File: config.mk
export PLATFORM = sky130hd
export DESIGN_NAME = ctrl_pipe_unit
export DESIGN_NICKNAME = d
export VERILOG_FILES = /design/src/rtl/ctrl_pipe_unit.sv
export SDC_FILE = /design/constraint.sdc
export NUM_CORES = 1
export LEC_CHECK = 0
export ABC_AREA = 1
export CAP_MARGIN = 40
export CORE_MARGIN = 4
export CORE_UTILIZATION = 44
export CTS_CLUSTER_DIAMETER = 100
export DETAILED_ROUTE_END_ITERATION = 8
export PLACE_DENSITY = 0.77
export SLEW_MARGIN = 40
export SYNTH_ARGS = -nofsm -noshare
export SYNTH_HDL_FRONTEND = slang
export SYNTH_SLANG_ARGS = --single-unit
File: constraint.sdc
create_clock -name clk_i -period 2.1 [get_ports clk_i]
set_clock_uncertainty 0.1 [all_clocks]
set_input_delay 0.42 -clock clk_i [delete_from_list [all_inputs] [get_ports clk_i]]
set_output_delay 0.42 -clock clk_i [all_outputs]
set_load 0.01 [all_outputs]
File: src/rtl/ctrl_pipe_unit.sv
// Control-word pipeline from decode through NUM_STAGES registered stages (stage 0 = Execute).
// Handles per-stage stall/flush, bubble insertion, multi-cycle hold and branch resolution in E.
module ctrl_pipe_unit #(
  parameter int unsigned CTRL_W     = 16,
  parameter int unsigned NUM_STAGES = 3,
  parameter int unsigned MC_LAT     = 4
) (
  input  logic                         clk_i,
  input  logic                         rst_i,
  input  logic [CTRL_W-1:0]            ctrl_d_i,
  input  logic                         valid_d_i,
  input  logic                         branch_d_i,
  input  logic                         jump_d_i,
  input  logic                         mc_d_i,
  input  logic [2:0]                   funct3_d_i,
  input  logic [NUM_STAGES-1:0]        stall_i,
  input  logic [NUM_STAGES-1:0]        flush_i,
  input  logic                         eq_e_i,
  input  logic                         lt_e_i,
  input  logic                         ltu_e_i,
  output logic [NUM_STAGES*CTRL_W-1:0] ctrl_o,
  output logic [NUM_STAGES-1:0]        valid_o,
  output logic                         stall_d_o,
  output logic                         mc_busy_o,
  output logic                         pc_src_e_o
);

  localparam int unsigned CNT_W = (MC_LAT > 1) ? $clog2(MC_LAT) : 1;
  localparam logic [CNT_W-1:0] MC_RELOAD = CNT_W'(MC_LAT - 1);
  localparam bit MC_EN = (MC_LAT > 1);

  logic [CTRL_W-1:0]     r_ctrl [NUM_STAGES];
  logic [NUM_STAGES-1:0] r_valid;
  logic                  r_branch0;
  logic                  r_jump0;
  logic [2:0]            r_funct3_0;
  logic [CNT_W-1:0]      r_mc_cnt;

  logic                  w_mc_busy;
  logic [NUM_STAGES-1:0] w_hold;
  logic                  w_load0;
  logic                  w_mc_start;
  logic                  w_cond;

  assign w_mc_busy = (r_mc_cnt != '0);

  // A stage holds if it or anything downstream stalls; stage 0 also holds while the MC unit runs.
  always_comb begin
    logic v_any;
    w_hold = '0;
    for (int k = 0; k < int'(NUM_STAGES); k++) begin
      v_any = 1'b0;
      for (int j = k; j < int'(NUM_STAGES); j++) begin
        v_any = v_any | stall_i[j];
      end
      w_hold[k] = v_any;
    end
    w_hold[0] = w_hold[0] | w_mc_busy;
  end

  assign w_load0    = ~flush_i[0] & ~w_hold[0];
  assign w_mc_start = MC_EN & w_load0 & valid_d_i & mc_d_i;

  // RV32 conditional-branch evaluation on the stage-0 condition code
  always_comb begin
    w_cond = 1'b0;
    case (r_funct3_0)
      3'b000:  w_cond = eq_e_i;
      3'b001:  w_cond = ~eq_e_i;
      3'b100:  w_cond = lt_e_i;
      3'b101:  w_cond = ~lt_e_i;
      3'b110:  w_cond = ltu_e_i;
      3'b111:  w_cond = ~ltu_e_i;
      default: w_cond = 1'b0;
    endcase
  end

  // Stage 0: captures the decode-side bundle
  always_ff @(posedge clk_i) begin
    if (rst_i) begin
      r_ctrl[0]  <= '0;
      r_valid[0] <= 1'b0;
      r_branch0  <= 1'b0;
      r_jump0    <= 1'b0;
      r_funct3_0 <= 3'b000;
    end else if (flush_i[0]) begin
      r_ctrl[0]  <= '0;
      r_valid[0] <= 1'b0;
      r_branch0  <= 1'b0;
      r_jump0    <= 1'b0;
      r_funct3_0 <= 3'b000;
    end else if (!w_hold[0]) begin
      r_ctrl[0]  <= ctrl_d_i;
      r_valid[0] <= valid_d_i;
      r_branch0  <= branch_d_i;
      r_jump0    <= jump_d_i;
      r_funct3_0 <= funct3_d_i;
    end
  end

  // Stages 1..N-1: flush, hold, bubble behind a held upstream stage, or advance
  always_ff @(posedge clk_i) begin
    if (rst_i) begin
      for (int k = 1; k < int'(NUM_STAGES); k++) begin
        r_ctrl[k]  <= '0;
        r_valid[k] <= 1'b0;
      end
    end else begin
      for (int k = 1; k < int'(NUM_STAGES); k++) begin
        if (flush_i[k]) begin
          r_ctrl[k]  <= '0;
          r_valid[k] <= 1'b0;
        end else if (w_hold[k]) begin
          r_ctrl[k]  <= r_ctrl[k];
          r_valid[k] <= r_valid[k];
        end else if (w_hold[k-1]) begin
          r_ctrl[k]  <= '0;
          r_valid[k] <= 1'b0;
        end else begin
          r_ctrl[k]  <= r_ctrl[k-1];
          r_valid[k] <= r_valid[k-1];
        end
      end
    end
  end

  // Multi-cycle counter keeps running through stalls; only reset or a stage-0 flush stops it
  always_ff @(posedge clk_i) begin
    if (rst_i) begin
      r_mc_cnt <= '0;
    end else if (flush_i[0]) begin
      r_mc_cnt <= '0;
    end else if (w_mc_start) begin
      r_mc_cnt <= MC_RELOAD;
    end else if (w_mc_busy) begin
      r_mc_cnt <= r_mc_cnt - CNT_W'(1);
    end
  end

  always_comb begin
    ctrl_o = '0;
    for (int k = 0; k < int'(NUM_STAGES); k++) begin
      ctrl_o[k*CTRL_W +: CTRL_W] = r_ctrl[k];
    end
  end

  assign valid_o    = r_valid;
  assign stall_d_o  = w_hold[0];
  assign mc_busy_o  = w_mc_busy;
  assign pc_src_e_o = r_valid[0] & ~w_hold[0] & ~flush_i[0] & (r_jump0 | (r_branch0 & w_cond));

endmodule

==> results of run 1 <==
-- path summary, 6_finish.rpt --
check / cells past startpoint / from / end
worst max-delay path: 8 / lt_e_i / pc_src_e_o
worst min-delay path: 2 / r_branch0$_SDFFE_PP0N_ / r_branch0$_SDFFE_PP0N_
worst max register to register: 10 / r_mc_cnt[1]$_SDFFE_PP0P_ / r_ctrl[0][3]$_SDFFCE_PN0P_
worst min register to register: 2 / r_branch0$_SDFFE_PP0N_ / r_branch0$_SDFFE_PP0N_
-- logic make-up (layout without fill, tap and decap cells) --
family,after synthesis,in the layout
AO/OA/AOI/OAI,11,11
adder cells (fa/ha/maj),1,1
flip-flops,58,58
buffers and inverters,65,178
AND/OR/NAND/NOR,86,86
XOR/XNOR,1,1
-- cells in the mapped netlist, types with 2 or more instances --
master / instances
nand3_1: 10
nor2_1: 51
edfxtp_1: 48
nand2_2: 2
nand2_1: 17
o21ai_0: 4
a21oi_1: 5
dfxtp_1: 10
nand4_1: 2
buf_2: 2
inv_1: 59
inv_2: 2
-- per-layer routing --
| layer | track usage, % | up-vias |
|---|---|---|
| met5 | 0 | - |
| met4 | 8.78 | 0 |
| met3 | 3.66 | 11 |
| met2 | 28.6 | 41 |
| met1 | 17.6 | 753 |
| li1 | - | 905 |
-- state kept, by name, indices dropped and copies added (netlist names) --
signal      count
r_funct3_0      3
r_mc_cnt        2
r_jump0         1
valid_o         3
r_ctrl         48
r_branch0       1
-- power breakdown --
group	switching, W	internal, W
clock	0.000385	0.000406
combinational	0.000115	0.000164
sequential	0.0000221	0.00129
total	0.000522	0.00186
-- metrics by stage --
stage | cells | setup TNS, ps | power, W
2_1_floorplan | 222 | 0 | 0.00142
3_3_place_gp | 386 | -2110 | 0.00161
3_5_place_dp | 386 | -2380 | 0.00161
4_1_cts | 405 | 0 | 0.00240
5_1_grt | 405 | 0 | 0.00248
6_report | 405 | 0 | 0.00238
-- critical path, cell delays in order --
cell             delay [ps]
clkdlybuf4s50_1         470
nand2_1                  60
nand3_1                  80
nand3_1                  80
nand2_1                  60
nand2_1                  50
a21oi_1                 110
buf_2                   140
-- timing repair --
action,CTS,global route
hold buffers,0,0
setup buffers,4,0
endpoints found under the setup margin,3,2
gates resized for setup,12,4
pin swaps,2,2
-- layout make-up --
type,instances,area share (%)
multi-input combinational,99,12.7
sequential,58,45.9
clock inverter,5,0.630
timing repair buffer,102,28.3
tap,70,2.45
clock buffer,10,3.57
inverter,61,6.40
==> results.json, run 1 <==
{
  "status": "finished clean",
  "top_layer_used": "met4",
  "synth_fa_ha_area_share_pct": 0.536,
  "grt-ovfl-total": 0,
  "leakage_nw": 1.47,
  "ant_nets": 0,
  "layout_common_cells": "clkdlybuf4s50_1 (81), inv_1 (58), nor2_1 (51)",
  "setup_viol": 0,
  "htree_levels": 3,
  "synthCells": 222,
  "n_antenna_cell": 0,
  "yosysSeqAreaShare_pct": 70.3,
  "synthToLayoutAreaGrowth_pct": 53.2,
  "start_util_pct": 45.4,
  "maxSlewHeadroom_pct": 68.6,
  "dp.final_hpwl_mm": 3.78,
  "muxShareOfSynthArea_pct": 0,
  "synthesis.nets": 257,
  "clk_pin_slew_worst_paths_ps": 60,
  "path_class": "in -> out",
  "ys_warn_count": 0,
  "route.met3.wl_um": 222,
  "finalInstanceArea_um2": 3580,
  "post_drt_via_cell_ratio": 4.22,
  "synth-main-ff-cell": "edfxtp_1",
  "grt_first_pass_wirelength_mm": 7.81,
  "yosysTopAreaCell": "edfxtp_1",
  "hp-class": "reg -> reg",
  "dpl_worst_slack_ps": -378,
  "ir_worst_vdd_mv": 0.433,
  "worstMarginPinSlew_ps": 470,
  "multiInputGateArea_um2": 455,
  "async_flop_share_pct": 0,
  "required_ps": 1580,
  "postSynthAreaPerCell_um2": 10.5,
  "synth_top_family_by_area": "simple AND/OR/NAND/NOR gates",
  "seq_area_um2": 1640,
  "routed_wirelength_mm": 4.99,
  "synth-xor-area-share_pct": 0.375,
  "finalCriticalPeriod_ps": 2000,
  "final_nets": 366,
  "synth_area_um2": 2330,
  "synth-edff-count": 48,
  "max_freq_mhz": 501,
  "grt_max_degree": 21,
  "fp.dieH_um": 80.8,
  "start_kind": "input port",
  "numCtsBuffers": 9,
  "drt_iter0_markers": 56,
  "io_pins": 88,
  "critPathArrivalTime_ps": 1480,
  "portBuffers": 87,
  "die-area_um2": 6540,
  "core_um2": 5140,
  "synth_seq_cells": 58,
  "worstPathMaxFanout": 2,
  "cts_tree": "yes",
  "endpoint_kind": "output pin",
  "synthTopCellsByArea": "edfxtp_1 (62%), inv_1 (9.5%), dfxtp_1 (8.6%)",
  "drc": 0,
  "fillerInstances": 425,
  "grt_setup_unrepaired": "false",
  "synthSimpleGateAreaFrac_pct": 15.6,
  "rrSetupSlack_ps": 310,
  "finalHoldWorstSlack_ps": 381,
  "synth-compound-area-share_pct": 2.47,
  "powerDensity_nw_per_um2": 666,
  "grt_pass1_vias": 1668,
  "wl_met1_mm": 1.97,
  "final_hold_viol_count": 0,
  "wl_per_cell_um": 12.3,
  "antenna_found_initial": 0,
  "dr.pass1.iters": 4,
  "dr_wl_met2_mm": 2.66,
  "place_area_um2": 3390,
  "cap_viol_max_count": 0,
  "place_congestion": 0.803,
  "root_buffer": "clkbuf_8",
  "mostFrequentLayoutCell": "clkdlybuf4s50_1",
  "finalMaxSlewViolations": 0,
  "ys_types": 22,
  "layout-drive-gt1-share_pct": 11.3,
  "groute.usage.overall_pct": 16.1,
  "clock_sinks": 58,
  "vias": 1710,
  "layout_setup_ws_ps": 105,
  "fin_util_pct": 69.6,
  "post-route-period-util_pct": 95.0,
  "insertion_delay_ps": 320,
  "synth_top_cell_area_share_pct": 61.7,
  "num_rows": 26,
  "clockBufferDepth": 2,
  "die_width_um": 80.8
}
Power figures use the tool's default switching activity.
==> run 2: changes to the inputs <==
--- a/config.mk
+++ b/config.mk
@@ -8,10 +8,10 @@
 export ABC_AREA = 1
 export CAP_MARGIN = 40
 export CORE_MARGIN = 4
-export CORE_UTILIZATION = 44
+export CORE_UTILIZATION = 45
 export CTS_CLUSTER_DIAMETER = 100
 export DETAILED_ROUTE_END_ITERATION = 8
-export PLACE_DENSITY = 0.77
+export PLACE_DENSITY = 0.78
 export SLEW_MARGIN = 40
 export SYNTH_ARGS = -nofsm -noshare
 export SYNTH_HDL_FRONTEND = slang
==> constraint.sdc (replaced) <==
create_clock -name clk_i -period 2.3 [get_ports clk_i]
set_clock_uncertainty 0.1 [all_clocks]
set_input_delay 0.46 -clock clk_i [delete_from_list [all_inputs] [get_ports clk_i]]
set_output_delay 0.46 -clock clk_i [all_outputs]
set_load 0.01 [all_outputs]
==> run 2 against run 1 <==
Setup slack worse by 36 ps; utilization is 3.5 points higher; die area is 2.0% lower; sequential share of layout area is 0.16 points higher; critical path type unchanged; critical path depth is 1 lower; largest cell class unchanged; highest routed layer unchanged; sequential power is 8% lower; combinational power is 12% lower; final cell count is 1.7% lower; register-to-register slack better by 20 ps; largest power group unchanged; first-iteration DRC count is 50% higher; sequential cell count stayed put; non-clock buffer count is 5 lower.
==> results.json, run 2 (synthesized netlist as in run 1, its figures left out) <==
{
  "status": "finished clean",
  "finalInstanceArea_um2": 3560,
  "reg2reg_from": "r_mc_cnt[0]$_SDFFE_PP0P_",
  "wl_per_cell_um": 12.0,
  "clockBufferDepth": 2,
  "antenna_found_initial": 0,
  "root_buffer": "clkbuf_8",
  "worstMarginPinSlew_ps": 497,
  "place_area_um2": 3340,
  "dp.final_hpwl_mm": 3.68,
  "path_depth": 7,
  "die_width_um": 80.0,
  "n_antenna_cell": 0,
  "path_common_cell": "inv_2",
  "layout-drive-gt1-share_pct": 9.97,
  "clk_pin_slew_worst_paths_ps": 60,
  "grt_first_pass_wirelength_mm": 7.38,
  "layout_common_cells": "clkdlybuf4s50_1 (84), inv_1 (58), nor2_1 (51)",
  "largest-register": "r_ctrl",
  "post-route-period-util_pct": 97.0,
  "io_pins": 88,
  "ir_worst_vdd_mv": 0.531,
  "setup_viol": 0,
  "hold_buffers": 0,
  "powerDensity_nw_per_um2": 682,
  "start_kind": "input port",
  "critPathArrivalTime_ps": 1670,
  "path_class": "in -> out",
  "rrSetupSlack_ps": 330,
  "cp_slowest_cell": "clkdlybuf4s50_1",
  "vias": 1710,
  "hp-class": "reg -> reg",
  "routed_wirelength_mm": 4.78,
  "fillerInstances": 367,
  "p_total_w": 0.00243,
  "maxSlewHeadroom_pct": 66.8,
  "start_util_pct": 47.8,
  "fp.dieH_um": 80.0,
  "die-area_um2": 6400,
  "portBuffers": 87,
  "layout_setup_ws_ps": 68.5,
  "cp_cell_sequence": "clkdlybuf4s50_1 -> nor2_2 -> inv_2 -> nor3_4 -> buf_6 -> inv_2 -> dlygate4sd2_1",
  "final_hold_viol_count": 0,
  "worstPathMaxFanout": 2,
  "dr.pass1.iters": 4,
  "tns_ps": 0,
  "largest_reg_flops": 48,
  "synthToLayoutAreaGrowth_pct": 52.7,
  "cp.buffers_inverters": 5,
  "cp_top_family": "buffers and inverters",
  "place_congestion": 0.788,
  "ff2ff_path_depth": 9,
  "drc": 0,
  "grt-ovfl-total": 0,
  "finalMaxSlewViolations": 0,
  "ant_nets": 0,
  "max_freq_mhz": 448,
  "drt_iter0_markers": 84,
  "worst_path_largest_cell_delay_ps": 410,
  "post_drt_via_cell_ratio": 4.30,
  "r2r_end": "r_ctrl[1][5]$_SDFFCE_PN0P_",
  "dpl_worst_slack_ps": -273,
  "layoutNonFillerInstCount": 398,
  "grt_pass1_vias": 1600,
  "num_rows": 25,
  "final_nets": 361,
  "leakage_nw": 1.45,
  "cap_viol_max_count": 0,
  "mostFrequentLayoutCell": "clkdlybuf4s50_1",
  "required_ps": 1740,
  "finalCriticalPeriod_ps": 2230,
  "placedCellCount": 380,
  "core_um2": 4880,
  "cp-startpoint": "stall_i[1]",
  "htree_levels": 3,
  "groute.usage.overall_pct": 15.8,
  "crit_path_end": "stall_d_o",
  "clock_sinks": 58,
  "grt_max_degree": 21,
  "numCtsBuffers": 9,
  "endpoint_kind": "output pin",
  "insertion_delay_ps": 320,
  "cts_tree": "yes"
}
[run 2: cell count changes in the layout (fill, tap and decap cells not counted), sizes merged]
cell           previous run  this run
clkinvlp                  0         1
clkdlybuf4s50            81        84
dlygate4sd2               3         1
clkinv                    5         3
clkbuf                   10        11
bufinv                    0         2
buf                      17        10
[run 2: layout make-up]
class | count | area [µm²] | share of cell area [%]
timing repair buffer | 97 | 958 | 26.9
clock inverter | 6 | 81.3 | 2.28
sequential | 58 | 1640 | 46.1
tap | 67 | 83.8 | 2.35
inverter | 61 | 229 | 6.42
clock buffer | 10 | 128 | 3.58
multi-input combinational | 99 | 443 | 12.4
[run 2: stage by stage]
stage / hold slack [ps] / util [%]
2_1_floorplan: 339 / -
3_3_place_gp: 362 / 68.5
3_5_place_dp: 368 / 68.5
4_1_cts: 376 / 72.9
5_1_grt: 406 / 73.1
6_report: 383 / 73.1
[run 2: worst min-delay path by stage]
| stage | from | endpoint | slack (ps) | cells past startpoint |
|---|---|---|---|---|
| 2_1_floorplan | r_branch0$_SDFFE_PP0N_ | r_branch0$_SDFFE_PP0N_ | 340 | 2 |
| 3_3_place_gp | r_branch0$_SDFFE_PP0N_ | r_branch0$_SDFFE_PP0N_ | 360 | 2 |
| 3_5_place_dp | r_branch0$_SDFFE_PP0N_ | r_branch0$_SDFFE_PP0N_ | 370 | 2 |
| 4_1_cts | r_branch0$_SDFFE_PP0N_ | r_branch0$_SDFFE_PP0N_ | 380 | 2 |
| 5_1_grt | r_branch0$_SDFFE_PP0N_ | r_branch0$_SDFFE_PP0N_ | 410 | 2 |
| 6_report | r_branch0$_SDFFE_PP0N_ | r_branch0$_SDFFE_PP0N_ | 380 | 2 |
[run 2: power breakdown]
part           switching, W  internal (W)  total, W  leakage, nW
combinational      0.000102      0.000144  0.000246        0.714
clock              0.000384      0.000602  0.000986        0.104
sequential        0.0000205       0.00118   0.00120        0.629
[run 2: layer usage]
| metal | GRT usage, % | share of wire [%] | vias to the layer above |
|---|---|---|---|
| met5 | 0 | 0 | - |
| li1 | - | - | 897 |
| met4 | 8.61 | 1.7 | 0 |
| met3 | 4.51 | 4.2 | 6 |
| met2 | 26.9 | 53 | 48 |
| met1 | 17.6 | 41 | 759 |
[run 2: worst register-to-register path, stage by stage (launching register included)]
cell     delay (ps)
dfxtp_1         340
inv_1            50
ha_1            220
inv_2           100
nor3_4           50
buf_6           120
buf_4           120
buf_4           160
nand2_1         350
nor2_1          100
[run 2: what timing repair did]
action	in CTS	in global routing
pin swaps	1	2
setup endpoints to repair	2	3
gates resized for setup	3	4
buffers inserted	1	1
==> run 3: changes to the inputs <==
--- a/config.mk
+++ b/config.mk
@@ -11,6 +11,7 @@
 export CORE_UTILIZATION = 45
 export CTS_CLUSTER_DIAMETER = 100
 export DETAILED_ROUTE_END_ITERATION = 8
+export GPL_TIMING_DRIVEN = 0
 export PLACE_DENSITY = 0.78
 export SLEW_MARGIN = 40
 export SYNTH_ARGS = -nofsm -noshare
==> run 3 against run 2 <==
Design area shrank 1.6%; combinational power fell by 3%; critical path type unchanged; sequential share of layout area is 0.74 points higher; largest power group unchanged; largest cell class unchanged; critical endpoint is now pc_src_e_o; critical path depth grew 1; highest routed layer unchanged; count of clock-buffer cells in the layout is the same; worst hold slack worse by 19 ps.
==> results.json, run 3 (synthesized netlist as in run 1, its figures left out) <==
{
  "status": "finished clean",
  "p_seq_share_pct": 52.6,
  "clockPowerShare_pct": 36.9,
  "endpoint_kind": "output pin",
  "worstMarginPinSlew_ps": 618,
  "critPathArrivalTime_ps": 1640,
  "finalCriticalPeriod_ps": 2200,
  "r2r_end": "r_ctrl[0][9]$_SDFFCE_PN0P_",
  "finalInstanceArea_um2": 3510,
  "hp-class": "reg -> reg",
  "vias": 1638,
  "post-route-period-util_pct": 95.7,
  "groute.usage.overall_pct": 15.5,
  "dp.final_hpwl_mm": 3.60,
  "required_ps": 1740,
  "cp_cell_sequence": "dlygate4sd2_1 -> nor2_2 -> inv_2 -> nor3_4 -> buf_6 -> nand3_1 -> a21oi_1 -> buf_2",
  "n_antenna_cell": 0,
  "cap_viol_max_count": 0,
  "layout-drive-gt1-share_pct": 8.81,
  "numCtsBuffers": 9,
  "clockBufferDepth": 2,
  "place_area_um2": 3290,
  "p_int_w": 0.00180,
  "tns_ps": 0,
  "grt_max_degree": 21,
  "drt_iter0_markers": 83,
  "layout_setup_ws_ps": 98.3,
  "cts_tree": "yes",
  "layout_common_cells": "clkdlybuf4s50_1 (83), inv_1 (58), nor2_1 (51)",
  "power_switching_w": 0.000478,
  "worstHoldPathCells": 2,
  "num_rows": 25,
  "start_kind": "input port",
  "routed_wirelength_mm": 4.76,
  "grt_setup_unrepaired": "false",
  "ant_nets": 0,
  "wl_per_cell_um": 12.0,
  "fp.dieH_um": 80.0,
  "final_nets": 360,
  "swShare_pct": 21.0,
  "grt_pass1_vias": 1540,
  "maxSlewHeadroom_pct": 58.7,
  "setup_viol": 0,
  "worst_path_largest_cell_delay_ps": 270,
  "post_drt_via_cell_ratio": 4.14,
  "clk_pin_slew_worst_paths_ps": 60,
  "ir_worst_vdd_mv": 0.426,
  "antenna_found_initial": 0,
  "insertion_delay_ps": 320,
  "core_um2": 4880,
  "ff2ff_path_depth": 7,
  "path_class": "in -> out",
  "min_to": "r_branch0$_SDFFE_PP0N_",
  "finalHoldWorstSlack_ps": 364,
  "synthToLayoutAreaGrowth_pct": 50.3,
  "largest_reg_flops": 48,
  "p_comb_share_pct": 10.5,
  "fin_util_pct": 71.9,
  "dr.pass1.iters": 4,
  "drc": 0,
  "htree_levels": 3,
  "largest-register": "r_ctrl",
  "hold_buffers": 0,
  "root_buffer": "clkbuf_8",
  "io_pins": 88,
  "dpl_worst_slack_ps": -579,
  "final_hold_viol_count": 0,
  "start_util_pct": 47.8,
  "worstPathMaxFanout": 4,
  "die-area_um2": 6400,
  "grt-ovfl-total": 0,
  "min_from": "r_branch0$_SDFFE_PP0N_",
  "rrSetupSlack_ps": 500,
  "portBuffers": 87,
  "mostFrequentLayoutCell": "clkdlybuf4s50_1",
  "cp_slowest_cell": "dlygate4sd2_1",
  "powerDensity_nw_per_um2": 648,
  "reg2reg_from": "r_mc_cnt[1]$_SDFFE_PP0P_",
  "grt_first_pass_wirelength_mm": 7.37,
  "clock_sinks": 58,
  "leakage_nw": 1.41,
  "finalMaxSlewViolations": 0,
  "die_width_um": 80.0,
  "place_congestion": 0.753,
  "max_freq_mhz": 454
}
## run 3: cell type report
cell class	count	area, µm²
fillers	376	1370
clock inverters	5	46.3
inverters	61	229
well taps	67	83.8
repair buffers	92	900
flip-flops and latches	58	1640
multi-input cells	99	455
clock buffers	10	128
plain buffers	4	25.0
## run 3: layer usage
metal	vias up	share of wire [%]	wire length (µm)	GRT usage, %
met2	51	50	2390	24.9
met4	0	1.2	59	8.11
met5	-	0	0	0
met1	691	43	2040	19.2
met3	5	5.7	272	3.72
li1	891	-	-	-
## run 3: metrics by stage
step / cells / total power [W]
floorplan: 222 / 0.00130
detailed placement: 376 / 0.00145
global placement: 376 / 0.00145
finish: 396 / 0.00227
CTS: 395 / 0.00229
global route: 396 / 0.00236
## run 3: timing repair
action                                  in CTS  in global routing
endpoints found under the hold margin        0                  0
pin swaps                                    2                  2
setup buffers                                4                  1
endpoints found under the setup margin       2                  3
gates resized for setup                      8                  3
## run 3: how the worst max path moves through the flow
stage,from,to,cells after the start
4_1_cts,r_mc_cnt[0]$_SDFFE_PP0P_,pc_src_e_o,8
5_1_grt,r_mc_cnt[0]$_SDFFE_PP0P_,pc_src_e_o,8
3_5_place_dp,stall_i[2],pc_src_e_o,8
2_1_floorplan,r_mc_cnt[0]$_SDFFE_PP0P_,pc_src_e_o,7
3_3_place_gp,stall_i[2],pc_src_e_o,8
6_report,stall_i[2],pc_src_e_o,8
## run 3: critical path: cells and delay by family
family                 cells  cell delay, ps
buffers and inverters      4             640
and+or+nand+nor            3             410
AOI/OAI and AO/OA          1             130
## run 3: power by group through the flow
stage | combinational, W | sequential [W] | clock [W]
after floorplan | 0.0000556 | 0.00124 | 0
after global routing | 0.000257 | 0.00120 | 0.000901
after global placement | 0.000231 | 0.00122 | 0
final | 0.000239 | 0.00120 | 0.000839
after detailed placement | 0.000234 | 0.00122 | 0
after CTS | 0.000239 | 0.00120 | 0.000856
